$ cat config.mk
export PLATFORM = sky130hd
export DESIGN_NAME = writeback_pipe
export DESIGN_NICKNAME = d
export VERILOG_FILES = /design/src/rtl/writeback_pipe.sv
export SDC_FILE = /design/constraint.sdc
export NUM_CORES = 2
export LEC_CHECK = 0
export CAP_MARGIN = 20
export CELL_PAD_IN_SITES_DETAIL_PLACEMENT = 0
export CELL_PAD_IN_SITES_GLOBAL_PLACEMENT = 2
export CORE_AREA = 4 4 540 542
export CTS_BUF_LIST = sky130_fd_sc_hd__clkbuf_4 sky130_fd_sc_hd__clkbuf_8
export DETAILED_ROUTE_END_ITERATION = 12
export DIE_AREA = 0 0 544 546
export MAX_ROUTING_LAYER = met4
export PLACE_DENSITY = 0.49
export SETUP_SLACK_MARGIN = 0.5
export SLEW_MARGIN = 20
export SYNTH_ARGS = -nofsm -noshare
export SYNTH_HDL_FRONTEND = slang
export SYNTH_SLANG_ARGS = --single-unit
$ cat constraint.sdc
create_clock -name clk -period 3.5 [get_ports clk]
set_input_delay 1.05 -clock clk [delete_from_list [all_inputs] [get_ports clk]]
set_output_delay 1.05 -clock clk [all_outputs]
set_load 0.05 [all_outputs]
$ cat src/rtl/writeback_pipe.sv
`default_nettype none
// ============================================================================
// writeback_pipe : dual (even/odd) result shift pipes with register writeback
//                  and newest-producer operand forwarding.
// Optional build macro: WB_FORWARD_EN (forward select; otherwise stall-only).
// Revision: 1.0
// ============================================================================
module writeback_pipe #(
  parameter int DEPTH   = 7,
  parameter int LAT_MIN = 2
) (
  input  logic         clk,
  input  logic         reset_n,
  input  logic         flush,
  input  logic         even_valid,
  input  logic [6:0]   even_rt,
  input  logic [127:0] even_result,
  input  logic [2:0]   even_lat,
  input  logic         odd_valid,
  input  logic [6:0]   odd_rt,
  input  logic [127:0] odd_result,
  input  logic [2:0]   odd_lat,
  input  logic [6:0]   fwd_addr0,
  input  logic [6:0]   fwd_addr1,
  input  logic [6:0]   fwd_addr2,
  input  logic [6:0]   fwd_addr3,
  input  logic [6:0]   fwd_addr4,
  input  logic [6:0]   fwd_addr5,
  output logic         wb1_en,
  output logic [6:0]   wb1_rt,
  output logic [127:0] wb1_data,
  output logic         wb2_en,
  output logic [6:0]   wb2_rt,
  output logic [127:0] wb2_data,
  output logic [5:0]   fwd_hit,
  output logic [127:0] fwd_data0,
  output logic [127:0] fwd_data1,
  output logic [127:0] fwd_data2,
  output logic [127:0] fwd_data3,
  output logic [127:0] fwd_data4,
  output logic [127:0] fwd_data5,
  output logic [5:0]   fwd_pending
);

  localparam int c_num_src = 6;

  function automatic logic [2:0] f_clamp_lat(input logic [2:0] lat);
    logic [2:0] v;
    if ({29'd0, lat} < 32'(LAT_MIN))
      v = 3'(LAT_MIN);
    else if ({29'd0, lat} > 32'(DEPTH))
      v = 3'(DEPTH);
    else
      v = lat;
    return v;
  endfunction

  logic [2:0] w_ev_lat_c;
  logic [2:0] w_od_lat_c;
  assign w_ev_lat_c = f_clamp_lat(even_lat);
  assign w_od_lat_c = f_clamp_lat(odd_lat);

  // Stage s of each pipe lives at index s (1..DEPTH); stage DEPTH drives writeback.
  logic [DEPTH:1] r_ev_vld;
  logic [DEPTH:1] r_od_vld;
  logic [6:0]     r_ev_rt   [1:DEPTH];
  logic [6:0]     r_od_rt   [1:DEPTH];
  logic [127:0]   r_ev_data [1:DEPTH];
  logic [127:0]   r_od_data [1:DEPTH];

  always_ff @(posedge clk or negedge reset_n) begin
    if (!reset_n) begin
      r_ev_vld <= '0;
      r_od_vld <= '0;
    end else if (flush) begin
      r_ev_vld <= '0;
      r_od_vld <= '0;
    end else begin
      r_ev_vld <= {r_ev_vld[DEPTH-1:1], even_valid};
      r_od_vld <= {r_od_vld[DEPTH-1:1], odd_valid};
    end
  end

  // Payload is only meaningful alongside its valid bit, so it needs no reset.
  always_ff @(posedge clk) begin
    r_ev_rt[1]   <= even_rt;
    r_od_rt[1]   <= odd_rt;
    r_ev_data[1] <= even_result;
    r_od_data[1] <= odd_result;
    for (int s = 2; s <= DEPTH; s++) begin
      r_ev_rt[s]   <= r_ev_rt[s-1];
      r_od_rt[s]   <= r_od_rt[s-1];
      r_ev_data[s] <= r_ev_data[s-1];
      r_od_data[s] <= r_od_data[s-1];
    end
  end

  assign wb1_en   = r_ev_vld[DEPTH];
  assign wb1_rt   = wb1_en ? r_ev_rt[DEPTH]   : '0;
  assign wb1_data = wb1_en ? r_ev_data[DEPTH] : '0;
  assign wb2_en   = r_od_vld[DEPTH];
  assign wb2_rt   = wb2_en ? r_od_rt[DEPTH]   : '0;
  assign wb2_data = wb2_en ? r_od_data[DEPTH] : '0;

  logic [6:0] w_addr [c_num_src];
  assign w_addr[0] = fwd_addr0;
  assign w_addr[1] = fwd_addr1;
  assign w_addr[2] = fwd_addr2;
  assign w_addr[3] = fwd_addr3;
  assign w_addr[4] = fwd_addr4;
  assign w_addr[5] = fwd_addr5;

  logic [DEPTH:1] w_ev_match [c_num_src];
  logic [DEPTH:1] w_od_match [c_num_src];

  always_comb begin
    for (int k = 0; k < c_num_src; k++) begin
      w_ev_match[k] = '0;
      w_od_match[k] = '0;
      for (int s = 1; s <= DEPTH; s++) begin
        w_ev_match[k][s] = r_ev_vld[s] && (r_ev_rt[s] == w_addr[k]);
        w_od_match[k][s] = r_od_vld[s] && (r_od_rt[s] == w_addr[k]);
      end
    end
  end

  logic [127:0] w_fdata [c_num_src];

`ifdef WB_FORWARD_EN
  logic [2:0] r_ev_lat [1:DEPTH];
  logic [2:0] r_od_lat [1:DEPTH];

  always_ff @(posedge clk) begin
    r_ev_lat[1] <= w_ev_lat_c;
    r_od_lat[1] <= w_od_lat_c;
    for (int s = 2; s <= DEPTH; s++) begin
      r_ev_lat[s] <= r_ev_lat[s-1];
      r_od_lat[s] <= r_od_lat[s-1];
    end
  end

  logic [DEPTH:1] w_ev_rdy;
  logic [DEPTH:1] w_od_rdy;
  for (genvar s = 1; s <= DEPTH; s++) begin : g_rdy
    assign w_ev_rdy[s] = r_ev_vld[s] && ({29'd0, r_ev_lat[s]} <= 32'(s));
    assign w_od_rdy[s] = r_od_vld[s] && ({29'd0, r_od_lat[s]} <= 32'(s));
  end

  logic [c_num_src-1:0] w_sel_found;
  logic [c_num_src-1:0] w_sel_rdy;
  logic [127:0]         w_sel_data [c_num_src];

  // Scan oldest to newest so the last match wins: lowest stage, odd over even.
  always_comb begin
    for (int k = 0; k < c_num_src; k++) begin
      w_sel_found[k] = 1'b0;
      w_sel_rdy[k]   = 1'b0;
      w_sel_data[k]  = '0;
      for (int s = DEPTH; s >= 1; s--) begin
        if (w_ev_match[k][s]) begin
          w_sel_found[k] = 1'b1;
          w_sel_rdy[k]   = w_ev_rdy[s];
          w_sel_data[k]  = r_ev_data[s];
        end
        if (w_od_match[k][s]) begin
          w_sel_found[k] = 1'b1;
          w_sel_rdy[k]   = w_od_rdy[s];
          w_sel_data[k]  = r_od_data[s];
        end
      end
    end
  end

  for (genvar k = 0; k < c_num_src; k++) begin : g_fwd
    assign fwd_hit[k]     = w_sel_found[k] & w_sel_rdy[k];
    assign fwd_pending[k] = w_sel_found[k] & ~w_sel_rdy[k];
    assign w_fdata[k]     = fwd_hit[k] ? w_sel_data[k] : '0;
  end
`else
  // Without forwarding, any in-flight producer of a source simply stalls it.
  logic w_unused_lat;
  assign w_unused_lat = ^{w_ev_lat_c, w_od_lat_c};

  assign fwd_hit = '0;
  for (genvar k = 0; k < c_num_src; k++) begin : g_fwd
    assign fwd_pending[k] = |{w_ev_match[k], w_od_match[k]};
    assign w_fdata[k]     = '0;
  end
`endif

  assign fwd_data0 = w_fdata[0];
  assign fwd_data1 = w_fdata[1];
  assign fwd_data2 = w_fdata[2];
  assign fwd_data3 = w_fdata[3];
  assign fwd_data4 = w_fdata[4];
  assign fwd_data5 = w_fdata[5];

endmodule
`default_nettype wire

## After elaboration in Yosys (flattened, before gate mapping)

Memories as Yosys holds them, arrays and structs flattened.
Cells that the tools add are included.

- Input port bits: 323
- Memories: 4
- Memory bits (writable): 1,890
- Output and inout port bits: 1,052
- Flip-flop bits (word level): 14
- Logic and storage cells: 186

Memories:

| name | words | bits a word | rd ports | clocked after Yosys merged registers in | wr ports | line | source |
|---|---|---|---|---|---|---|---|
| r_ev_data | 7 | 128 | 7 | 0 | 7 | 68 | `logic [127:0] r_ev_data [1:DEPTH];` |
| r_od_data | 7 | 128 | 7 | 0 | 7 | 69 | `logic [127:0] r_od_data [1:DEPTH];` |
| r_ev_rt | 7 | 7 | 7 | 0 | 7 | 66 | `logic [6:0] r_ev_rt [1:DEPTH];` |
| r_od_rt | 7 | 7 | 7 | 0 | 7 | 67 | `logic [6:0] r_od_rt [1:DEPTH];` |

- Reduce and logical (&&, ||, !) cells: 90
- Muxes and demuxes: 6
- Eq/ne operators: 84

Operator list:

| kind | count |
|---|---|
| equality test 7 bit | 84 |
| 2-to-1 mux 128 bit | 2 |
| logical AND 1 bit | 84 |
| OR reduction 14 bit | 6 |
| 2-to-1 mux 7 bit | 4 |

## Longest topological paths before layout

An unclocked memory read counts as a cell.

- Depth in word-level cells: 4
- Depth in mapped cells: 7
- Depth with buffers taken out: 5

## Least setup slack after synthesis

OpenSTA, ideal clock, no wires.

- Kind: input -> output
- Start: input port fwd_addr2[2]
- End: output port fwd_pending[2]
- Data arrival time: 2.447 ns
- Cell stages on the path: 7
- Required time: 2.450 ns
- Slack: 0.003 ns
- Path buffers: 2
- Cells stage by stage: buf_4 -> buf_8 -> xor2_1 -> nor4_1 -> nand4_1 -> o2111ai_1 -> or4_1

- Longest elaborated chain between the ends: 3
- Elaborated cells on any way between the ends: 29
- Those cells by class: eq/ne: 14; reduce/logical: 15

Ends and longest elaborated chain:

| what | line | source |
|---|---|---|
| from (decl) | 25 | `input logic [6:0] fwd_addr2,` |
| equality test 7 bit, on equally long branches | 121, 122 |  |
| logical AND 1 bit, on equally long branches | 121, 122 |  |
| OR reduction 14 bit (*) | 186 | `assign fwd_pending[k] = \|{w_ev_match[k], w_od_match[k]};` |
| to (decl) | 42 | `output logic [5:0] fwd_pending` |

Every way passes the cells marked *; elsewhere a longest branch is shown, timed or not.

## Worst setup path in the final report

- Start: input port fwd_addr5[1]
- End: output port fwd_pending[5]

- Longest elaborated chain between the ends: 3
- Elaborated cells on any way between the ends: 29
- Those cells by class: eq/ne: 14; reduce/logical: 15

Ends and longest elaborated chain:

| what | line | source |
|---|---|---|
| from (decl) | 28 | `input logic [6:0] fwd_addr5,` |
| equality test 7 bit, on equally long branches | 121, 122 |  |
| logical AND 1 bit, on equally long branches | 121, 122 |  |
| OR reduction 14 bit (*) | 186 |  |

Marks and branches as above.

==> metrics.txt <==
clk buf depth=4; Post-Synthesis Cell Area=54100 um2; # setup viols final=145; initial antenna violation count=68; Peak supply drop=0.334 mV; most common cell after layout, fill and taps aside=dfxtp_1; Critical Path Source Type=input pin; largest net degree at the start of global routing=25; wire length per cell=18.5 um; DR vias/cell=3.04; Worst Hold Class=reg -> reg; Post-Syn Instances=4030; hold path depth=0; Arr. time, crit path=3.09 ns; # hold bufs at CTS=0; placed cell area=64800 um2; final worst slack=-0.638 ns; Req. time, crit path=2.45 ns; status=finished with violations; vias in the first global route=28945; die area=297000 um2; f_max=0.242 GHz; #FFs+latches synth=1904; chip width=544 um; Post-route DRC=0; clock latency on the worst-skew pair=0.97 ns; MaxCap Viol Count=0; worst setup path start=fwd_addr5[1]; WS Path Type=in -> out; kind of end point of the critical path=output port; Slew @ Worst Pin=0.767 ns; share of layout cells above drive strength 1=31.3%; r2r endpoint=r_od_vld[6]$_DFF_PN0_; Hold Crit Endpoint=r_od_data[0][806]$_DFF_P_; sequential element share of the synthesized area=70.6%; final net count=5527; most frequent cells in the layout=dfxtp_1, conb_1, clkbuf_8, xor2_1, buf_12; violated checks=negative setup slack; Syn. warnings=0; Finished Layout Cells=9272; CTS sink cnt=1904; root buf cell=clkbuf_8; Hold Violations, Final=0; Reg2Reg Depth=1; Layout Skew=0.0606 ns; TritonCTS clock tree=done; synth-to-layout area growth=41.5%; clk slew on worst S/H paths=0.06 ns; Final Cycle Share=118%; pwr/cell area=636 nW/um2; first-pass GRT wire length=232000 um; unrepaired setup endpoints after global routing=yes; final instance area=76600 um2; critical path's slowest cell=or4_4; 1st-iter DRT viols=1034; Worst slew margin=48.7%; HPWL Detailed=116000 um; syn avg cell area=13.4 um2; height of the die=546 um; TritonCTS buffer count=332; H-tree depth=5; WL final=172000 um; most used cell, CP=buf_12; GRT Resource Usage Total=11.4%; Antenna Nets Post-Route=0; row count=197; HP Start=r_od_data[0][678]$_DFF_P_; Layout Utilization=26.7%; CORE AREA=287000 um2; IO buf count=594; Routability Congestion=0.825; Placed Instances=8461; Synth area leader=dfxtp_1; total gr overflow=0; top post-synthesis cells by area=dfxtp_1, buf_4, xor2_1; final slew viol count=0; Fillers=29790; max incr delay on CP=0.56 ns; # IOs=1375; Leakage=32.4 nW; reg2reg start=r_od_vld[5]$_DFF_PN0_; critical-path maximum fanout=8; top-area cell type share of the netlist area=69.9%; DRT Pass-1 Iters=5; worst path cell trace=clkdlybuf4s15_2, buf_12, xor2_1, nor2_1, nand4_1, o2111ai_2, buf_4, or4_4, buf_12; Tmin final=4.14 ns; Initial Util=18.9%; Reg2Reg Setup Slack=2.60 ns; routed vias=28216; Synth cell types=24
## cell type report
cell class	count	area, um2	share of cell area, %
diodes	31	77.6	0.101
repair buffers	1054	13800	18.0
multi-input cells	1912	12300	16.1
clock inverters	76	821	1.07
clock buffers	514	6420	8.38
well taps	3781	4730	6.18
flip-flops and latches	1904	38400	50.2
## cells in the mapped netlist (all sizes together)
| master | number |
|---|---|
| o21ai | 5 |
| buf | 956 |
| or4 | 5 |
| xnor2 | 252 |
| conb | 1 |
| nand4 | 117 |
| dfrtp | 14 |
| nor4 | 59 |
| a41oi | 1 |
| xor2 | 336 |
| o2111ai | 10 |
| and2 | 270 |
| nor2 | 69 |
| nor2b | 14 |
| clkbuf | 31 |
| dfxtp | 1890 |
## per-layer routing
metal / routed length, um / global-route usage (%) / part of all wire (%)
met1: 73900 / 14.0 / 43
met2: 75000 / 16.8 / 44
met3: 17400 / 4.77 / 10
met4: 5400 / 3.77 / 3.1
met5: 0 / - / 0
## metrics by stage
stage	worst slack [ns]	TNS, ns	hold WS (ns)	total power [mW]
2_1_floorplan	0.139	0	0.310	26.9
6_report	-0.638	-9.69	0.295	48.7
3_5_place_dp	-1.22	-5.76	0.312	27.3
5_1_grt	-0.705	-37.30	0.286	51.0
3_3_place_gp	-1.25	-5.80	0.309	27.3
4_1_cts	-0.731	-46.21	0.271	49.8
## cell families after synthesis
family | after synthesis | synth area share [%]
and+or+nand+nor | 534 | 5.88
other | 1 | 0.00693
DFF | 1904 | 70.6
AOI/OAI and AO/OA | 16 | 0.224
xor gates and xnor gates | 588 | 9.67
buffers and inverters | 987 | 13.6
## worst max-delay path, delay by kind of cell
| family | cells | cell delay, ns |
|---|---|---|
| simple gates | 3 | 0.87 |
| buf+inv | 4 | 0.77 |
| compound gates | 1 | 0.22 |
| xor+xnor | 1 | 0.16 |
## worst max path at each step
stage                endpoint  slack [ns]  cells after the start
2_1_floorplan  fwd_pending[1]        0.14                      7
3_3_place_gp   fwd_pending[5]       -1.25                      9
3_5_place_dp   fwd_pending[5]       -1.22                      9
4_1_cts        fwd_pending[4]       -0.73                      6
5_1_grt        fwd_pending[5]       -0.71                      7
6_report       fwd_pending[5]       -0.64                      9
## power breakdown
group / switching (mW) / total (mW) / internal [mW]
registers: 0.399 / 23.2 / 22.8
clock network: 9.15 / 21.6 / 12.5
logic: 2.71 / 3.86 / 1.15
total: 12.3 / 48.7 / 36.4
## registers in the layout (all words and copies together) (netlist names)
name       count
r_ev_rt       49
r_od_rt       49
r_ev_vld       7
r_ev_data    896
r_od_data    896
r_od_vld       7
## what timing repair did
item / in CTS / in global routing
pin swaps: 44 / 43
resized for setup: 521 / 244
cloned: 30 / 8
buffers inserted: 107 / 45
setup endpoints to repair: 278 / 278
(Power assumes the default switching activity.)
